$ cat src/rtl/stopwatch_display_scan.sv
// Frame-coherent scanner driving seven BCD stopwatch digits onto a multiplexed common-anode
// 7-segment display. Defining DISP_BLINK_EN blinks whole frames while the stopwatch is stopped.
module stopwatch_display_scan #(
    parameter int SCAN_DIV     = 1000,
    parameter int BLANK_CYCLES = 2,
    parameter int BLINK_LOG2   = 6
) (
    input  logic       CLK,
    input  logic       RST,
    input  logic       STOPWATCH_RUN,
    input  logic [3:0] HOUR,
    input  logic [2:0] MINHIGH,
    input  logic [3:0] MINLOW,
    input  logic [2:0] SECHIGH,
    input  logic [3:0] SECLOW,
    input  logic [3:0] MSEC1ST,
    input  logic [3:0] MSEC2ND,
    output logic [6:0] DIGIT_SEL,
    output logic [6:0] SEG,
    output logic       DP,
    output logic       FRAME_START
);

    localparam int            PW   = $clog2(SCAN_DIV);
    localparam logic [PW-1:0] LAST = PW'(SCAN_DIV - 1);

    logic [PW-1:0]   prescaler_q, prescaler_d;
    logic [2:0]      index_q, index_d;
    logic [6:0][3:0] shadow_q, shadow_d;
    logic [6:0][3:0] digit_in;
    logic [6:0]      digit_sel_q, digit_sel_d;
    logic [6:0]      seg_q, seg_d;
    logic            dp_q, dp_d;
    logic            frame_start_q, frame_start_d;
    logic            last_slot, frame_end, blank, dark;
    logic [3:0]      digit_cur;

    // Scan order: digit 0 is the rightmost (hundredths), digit 6 the hours.
    assign digit_in[0] = MSEC2ND;
    assign digit_in[1] = MSEC1ST;
    assign digit_in[2] = SECLOW;
    assign digit_in[3] = {1'b0, SECHIGH};
    assign digit_in[4] = MINLOW;
    assign digit_in[5] = {1'b0, MINHIGH};
    assign digit_in[6] = HOUR;

    function automatic logic [6:0] seg_decode(input logic [3:0] v);
        logic [6:0] s;
        case (v)
            4'd0:    s = 7'h40;
            4'd1:    s = 7'h79;
            4'd2:    s = 7'h24;
            4'd3:    s = 7'h30;
            4'd4:    s = 7'h19;
            4'd5:    s = 7'h12;
            4'd6:    s = 7'h02;
            4'd7:    s = 7'h78;
            4'd8:    s = 7'h00;
            4'd9:    s = 7'h10;
            default: s = 7'h3F;
        endcase
        return s;
    endfunction

`ifdef DISP_BLINK_EN
    localparam int CW = (BLINK_LOG2 > 5) ? BLINK_LOG2 : 5;
    logic [CW-1:0] blink_cnt_q, blink_cnt_d;

    // Counts stopped frames; advancing on the snapshot edge keeps a whole frame uniform.
    always_comb begin
        blink_cnt_d = blink_cnt_q;
        if (STOPWATCH_RUN)
            blink_cnt_d = '0;
        else if (frame_end)
            blink_cnt_d = blink_cnt_q + CW'(1);
    end

    always_ff @(posedge CLK or negedge RST) begin
        if (!RST)
            blink_cnt_q <= '0;
        else
            blink_cnt_q <= blink_cnt_d;
    end

    assign dark = !STOPWATCH_RUN && blink_cnt_q[BLINK_LOG2-1];
`else
    logic [31:0] unused_blink;
    assign unused_blink = 32'(BLINK_LOG2) ^ {31'd0, STOPWATCH_RUN};
    assign dark         = 1'b0;
`endif

    always_comb begin
        last_slot     = (prescaler_q == LAST);
        frame_end     = last_slot && (index_q == 3'd6);
        prescaler_d   = last_slot ? '0 : prescaler_q + PW'(1);
        index_d       = index_q;
        if (last_slot)
            index_d = (index_q == 3'd6) ? 3'd0 : index_q + 3'd1;
        shadow_d      = frame_end ? digit_in : shadow_q;
        frame_start_d = frame_end;

        // Output stage: what the current slot cycle shows, presented one clock later.
        blank       = (32'(prescaler_q) < 32'(BLANK_CYCLES));
        digit_cur   = shadow_q[index_q];
        digit_sel_d = (blank || dark) ? 7'h7F : ~(7'd1 << index_q);
        seg_d       = blank ? 7'h7F : seg_decode(digit_cur);
        dp_d        = blank || !((index_q == 3'd2) || (index_q == 3'd4) || (index_q == 3'd6));
    end

    always_ff @(posedge CLK or negedge RST) begin
        if (!RST) begin
            prescaler_q   <= '0;
            index_q       <= '0;
            shadow_q      <= '0;
            digit_sel_q   <= 7'h7F;
            seg_q         <= 7'h7F;
            dp_q          <= 1'b1;
            frame_start_q <= 1'b0;
        end else begin
            prescaler_q   <= prescaler_d;
            index_q       <= index_d;
            shadow_q      <= shadow_d;
            digit_sel_q   <= digit_sel_d;
            seg_q         <= seg_d;
            dp_q          <= dp_d;
            frame_start_q <= frame_start_d;
        end
    end

    assign DIGIT_SEL   = digit_sel_q;
    assign SEG         = seg_q;
    assign DP          = dp_q;
    assign FRAME_START = frame_start_q;

endmodule

$ cat config.mk
export PLATFORM = sky130hd
export DESIGN_NAME = stopwatch_display_scan
export DESIGN_NICKNAME = d
export VERILOG_FILES = /design/src/rtl/stopwatch_display_scan.sv
export SDC_FILE = /design/constraint.sdc
export NUM_CORES = 1
export LEC_CHECK = 0
export ABC_AREA = 1
export BUFFER_PORTS_ARGS = -buffer_cell sky130_fd_sc_hd__buf_2
export CORE_AREA = 2 2 70 72
export DETAILED_ROUTE_END_ITERATION = 12
export DIE_AREA = 0 0 72 74
export PLACE_DENSITY = 0.79
export SLEW_MARGIN = 15
export SYNTH_ARGS = -nofsm -noshare
export SYNTH_HDL_FRONTEND = slang
export SYNTH_SLANG_ARGS = --single-unit
$ cat constraint.sdc
create_clock -name CLK -period 4.1 [get_ports CLK]
set_clock_uncertainty 0.1 [all_clocks]
set_input_delay 0.615 -clock CLK [delete_from_list [all_inputs] [get_ports CLK]]
set_output_delay 0.615 -clock CLK [all_outputs]
set_load 0.03 [all_outputs]
==> results.tsv <==
metric	value	unit
Yosys reg bits	55	
CP Launch Type	flop	
CTS tree	done	
routing usage on met3	0.0407	
initial cell density of the core	0.578	
number of buffers added on ports	43	
initial detailed-routing violation count	124	
Total Neg Setup Slack	0	ns
HP Class	primary input to async pin	
Arr. time, crit path	2.38	ns
post-detailed-placement half-perimeter wirelength	3700	um
critical path launch point	index_q[0]	
Critical Path Most Common Cell	sky130_fd_sc_hd__nand3_1	
Die Footprint	5330	sq um
clock root buffer	sky130_fd_sc_hd__clkbuf_8	
Diodes inserted	0	
cell types occupying the most area after synthesis	sky130_fd_sc_hd__dfrtp_1, sky130_fd_sc_hd__nand2_1, sky130_fd_sc_hd__dfstp_2	
worst setup path endpoint	SEG[3]	
EDFF count, synth	0	
floorplan die width	72	um
global-route wire length before repair	8780	um
worst reg-to-reg path cell count	9	
routed length per placed instance	11.9	um
commonest cells in the synthesized netlist	sky130_fd_sc_hd__nand2_1, sky130_fd_sc_hd__dfrtp_1, sky130_fd_sc_hd__nand3_1	
cell taking the most area after synthesis	sky130_fd_sc_hd__dfrtp_1	
Clock Path Buffers	2	
Final Hold Fails	0	
overall die height	74	um
post-synthesis sequential area ratio	0.525	
Routed Antenna Nets	0	
Tightest Pin Transition	0.517	ns
Syn Inst Count	323	
Avg Synthesized Cell Area	8.22	sq um
met1 routing resource usage after global routing	0.275	
number of antenna violations at the first check in global routing	0	
multiplexer share of the synthesized area	0	
met2 demand-to-capacity share in global routing	0.353	
total chip power	0.882	mW
vias after detailed routing	2146	
number of distinct library cells after synthesis	30	
pin count of the biggest net entering global routing	35	
post-route DRC violation count	0	
Leak	1.47	nW
Async S/R FF share, synth	1.00	
fraction of layout cells with a size suffix above 1	0.233	
number of gates resized after cts	0	
vias in the first global route	2036	
flop2flop setup slack	1.87	ns
main combinational cell family by area after synthesis	simple AND/OR/NAND/NOR gates	
result of the run	completed	
Largest stage delay, worst path	0.65	ns
worst r2r dst	SEG[3]	
final critical-path share of the clock period	0.545	
setup violators final	0	
slowest stage cell, crit path	sky130_fd_sc_hd__dfrtp_1	
xor/xnor cell area share of the yosys netlist	0.00330	
placeable core region	4600	sq um
share of the core filled with cells	0.647	
ratio of total power to cell area	296	nW/um^2
number of inserted filler cells in the final layout	401	
RR Startpoint	index_q[0]	
Std-Cell Rows	25	
Synth Area in Simple Gates	0.336	
clock insertion delay at the later pin of the skew report	0.31	ns
highest net fanout along the worst path	13	
list of cells traversed by the critical path	inv_2 -> nor2_2 -> nand2_1 -> nand4_1 -> nand2_1 -> ha_1 -> nand3_1 -> nand3_1 -> nand3_1	
final slew viol count	0	
Hold Worst Slack	0.142	ns
Post CTS Setup Buffer Count	0	
most used flip-flop cell after synthesis	sky130_fd_sc_hd__dfrtp_1	
total CTS buffers	5	
Slew Limit Headroom	0.655	
H-tree levels	2	
net total in the final layout	401	
RSZ-0062 raised after global routing	false	
number of sinks on the clock net	55	
Seq. cell area	1400	sq um
first-pass iteration count of the detailed router	4	
detailed-route wire length	5010	um
layout overhead on the synthesized area	12.1	%
endpoint class of the critical path	flop	
most frequently used cell type in the post-synthesis netlist	sky130_fd_sc_hd__nand2_1	
most utilized layer in the global route result	met2	
Overflow after GRT	0	
CP required	4.24	ns
vias per cell	5.12	
Achievable Freq	448	MHz
share of the synthesized area in the top cell type	0.377	
final RePlAce weighted congestion	0.848	
GRT Overall Usage	0.211	
Setup CP Type	flop to flop	
maximum ir drop on the vdd rail	214	uV
time the final worst path needs with I/O delays and setup	2.23	ns
cell area after synthesis	2660	sq um
clk slew on worst S/H paths	0.10	ns
# IOs	45	
count of yosys warnings during synthesis	0	
post-synthesis share of cell area spent on full adders, half adders and majority gates	0.0377	
complex-gate fraction of the synthesized area	0.0396	
net count after synthesis	360	
hold buffers post-CTS	0	
combined area of the multi-input logic cells	1110	sq um
max-capacitance violation count	0	
## stage by stage
step	instance area [sq um]	worst slack [ns]	instances
after detailed placement	2880	1.89	411
after global routing	2980	1.66	419
after CTS	2980	1.87	419
after floorplan	2660	2.30	323
after global placement	2880	1.92	411
final	2980	1.87	419
## per-layer routing
layer | wire (um) | part of all wire
met5 | 0 | 0
met4 | 110 | 0.022
met3 | 239 | 0.048
met2 | 2380 | 0.47
met1 | 2280 | 0.46
## worst min-delay path by stage
stage                   startpoint  slack (ns)        endpoint
detailed placement  prescaler_q[0]        0.36  prescaler_q[0]
global route                   RST        0.17    shadow_q[18]
floorplan                      RST        0.22     FRAME_START
finish                         RST        0.14    shadow_q[18]
CTS                            RST        0.16    shadow_q[18]
global placement    prescaler_q[0]        0.34  prescaler_q[0]
## area by class of cell
| type | count | share of cell area |
|---|---|---|
| sequential | 55 | 0.469 |
| multi-input combinational | 236 | 0.372 |
| timing repair buffer | 44 | 0.0748 |
| inverter | 22 | 0.0294 |
| clock buffer | 6 | 0.0277 |
| tap | 54 | 0.0227 |
| clock inverter | 2 | 0.00504 |
## report_power, final
part | internal (mW) | switching [mW] | total [mW]
Sequential | 0.543 | 0 | 0.543
Combinational | 0.00941 | 0.0130 | 0.0224
Clock | 0.139 | 0.178 | 0.316
Total | 0.691 | 0.191 | 0.882
## cells by family after synthesis
| group | Yosys count |
|---|---|
| AOI/OAI and AO/OA | 19 |
| xor gates and xnor gates | 1 |
| buffers and inverters | 32 |
| and+or+nand+nor | 208 |
| adders and majority gates | 8 |
| DFF | 55 |
## critical path: cells and delay by family (launching register included)
family / cells / cell delay [ns]
DFF: 1 / 0.65
buffers and inverters: 1 / 0.20
and+or+nand+nor: 7 / 0.89
adders and majority gates: 1 / 0.32
## sequential cells by signal, summed over array words and instances (netlist names)
register / flops
index_q: 3
FRAME_START: 1
shadow_q: 26
DP: 1
prescaler_q: 10
DIGIT_SEL: 7
SEG: 7
## cell usage in the layout (no fill, tap or decap)
master	Yosys	final
sky130_fd_sc_hd__nand3b_1	1	1
sky130_fd_sc_hd__a211oi_1	1	1
sky130_fd_sc_hd__a31oi_1	1	1
sky130_fd_sc_hd__a21oi_1	9	9
sky130_fd_sc_hd__nand2_4	2	2
sky130_fd_sc_hd__o31ai_1	1	1
sky130_fd_sc_hd__buf_4	2	1
sky130_fd_sc_hd__nor2_4	3	3
sky130_fd_sc_hd__nand2_2	4	4
sky130_fd_sc_hd__nor2_1	21	21
sky130_fd_sc_hd__nand4_1	1	1
sky130_fd_sc_hd__nand2_1	136	136
sky130_fd_sc_hd__o211ai_1	1	1
sky130_fd_sc_hd__nand3_2	1	1
sky130_fd_sc_hd__nor3_1	1	1
sky130_fd_sc_hd__ha_1	8	8
sky130_fd_sc_hd__inv_1	16	16
sky130_fd_sc_hd__inv_2	5	5
sky130_fd_sc_hd__xor2_1	1	1
sky130_fd_sc_hd__clkinv_4	1	2
sky130_fd_sc_hd__o21ai_0	5	5
sky130_fd_sc_hd__buf_2	3	43
sky130_fd_sc_hd__dfstp_2	15	15
sky130_fd_sc_hd__o22ai_1	1	1
sky130_fd_sc_hd__dfrtp_1	40	40
sky130_fd_sc_hd__clkbuf_8	0	6
sky130_fd_sc_hd__nor2_2	2	2
sky130_fd_sc_hd__inv_4	0	1
sky130_fd_sc_hd__nand3_1	36	36
No activity file was read; power rests on OpenSTA's default activity.
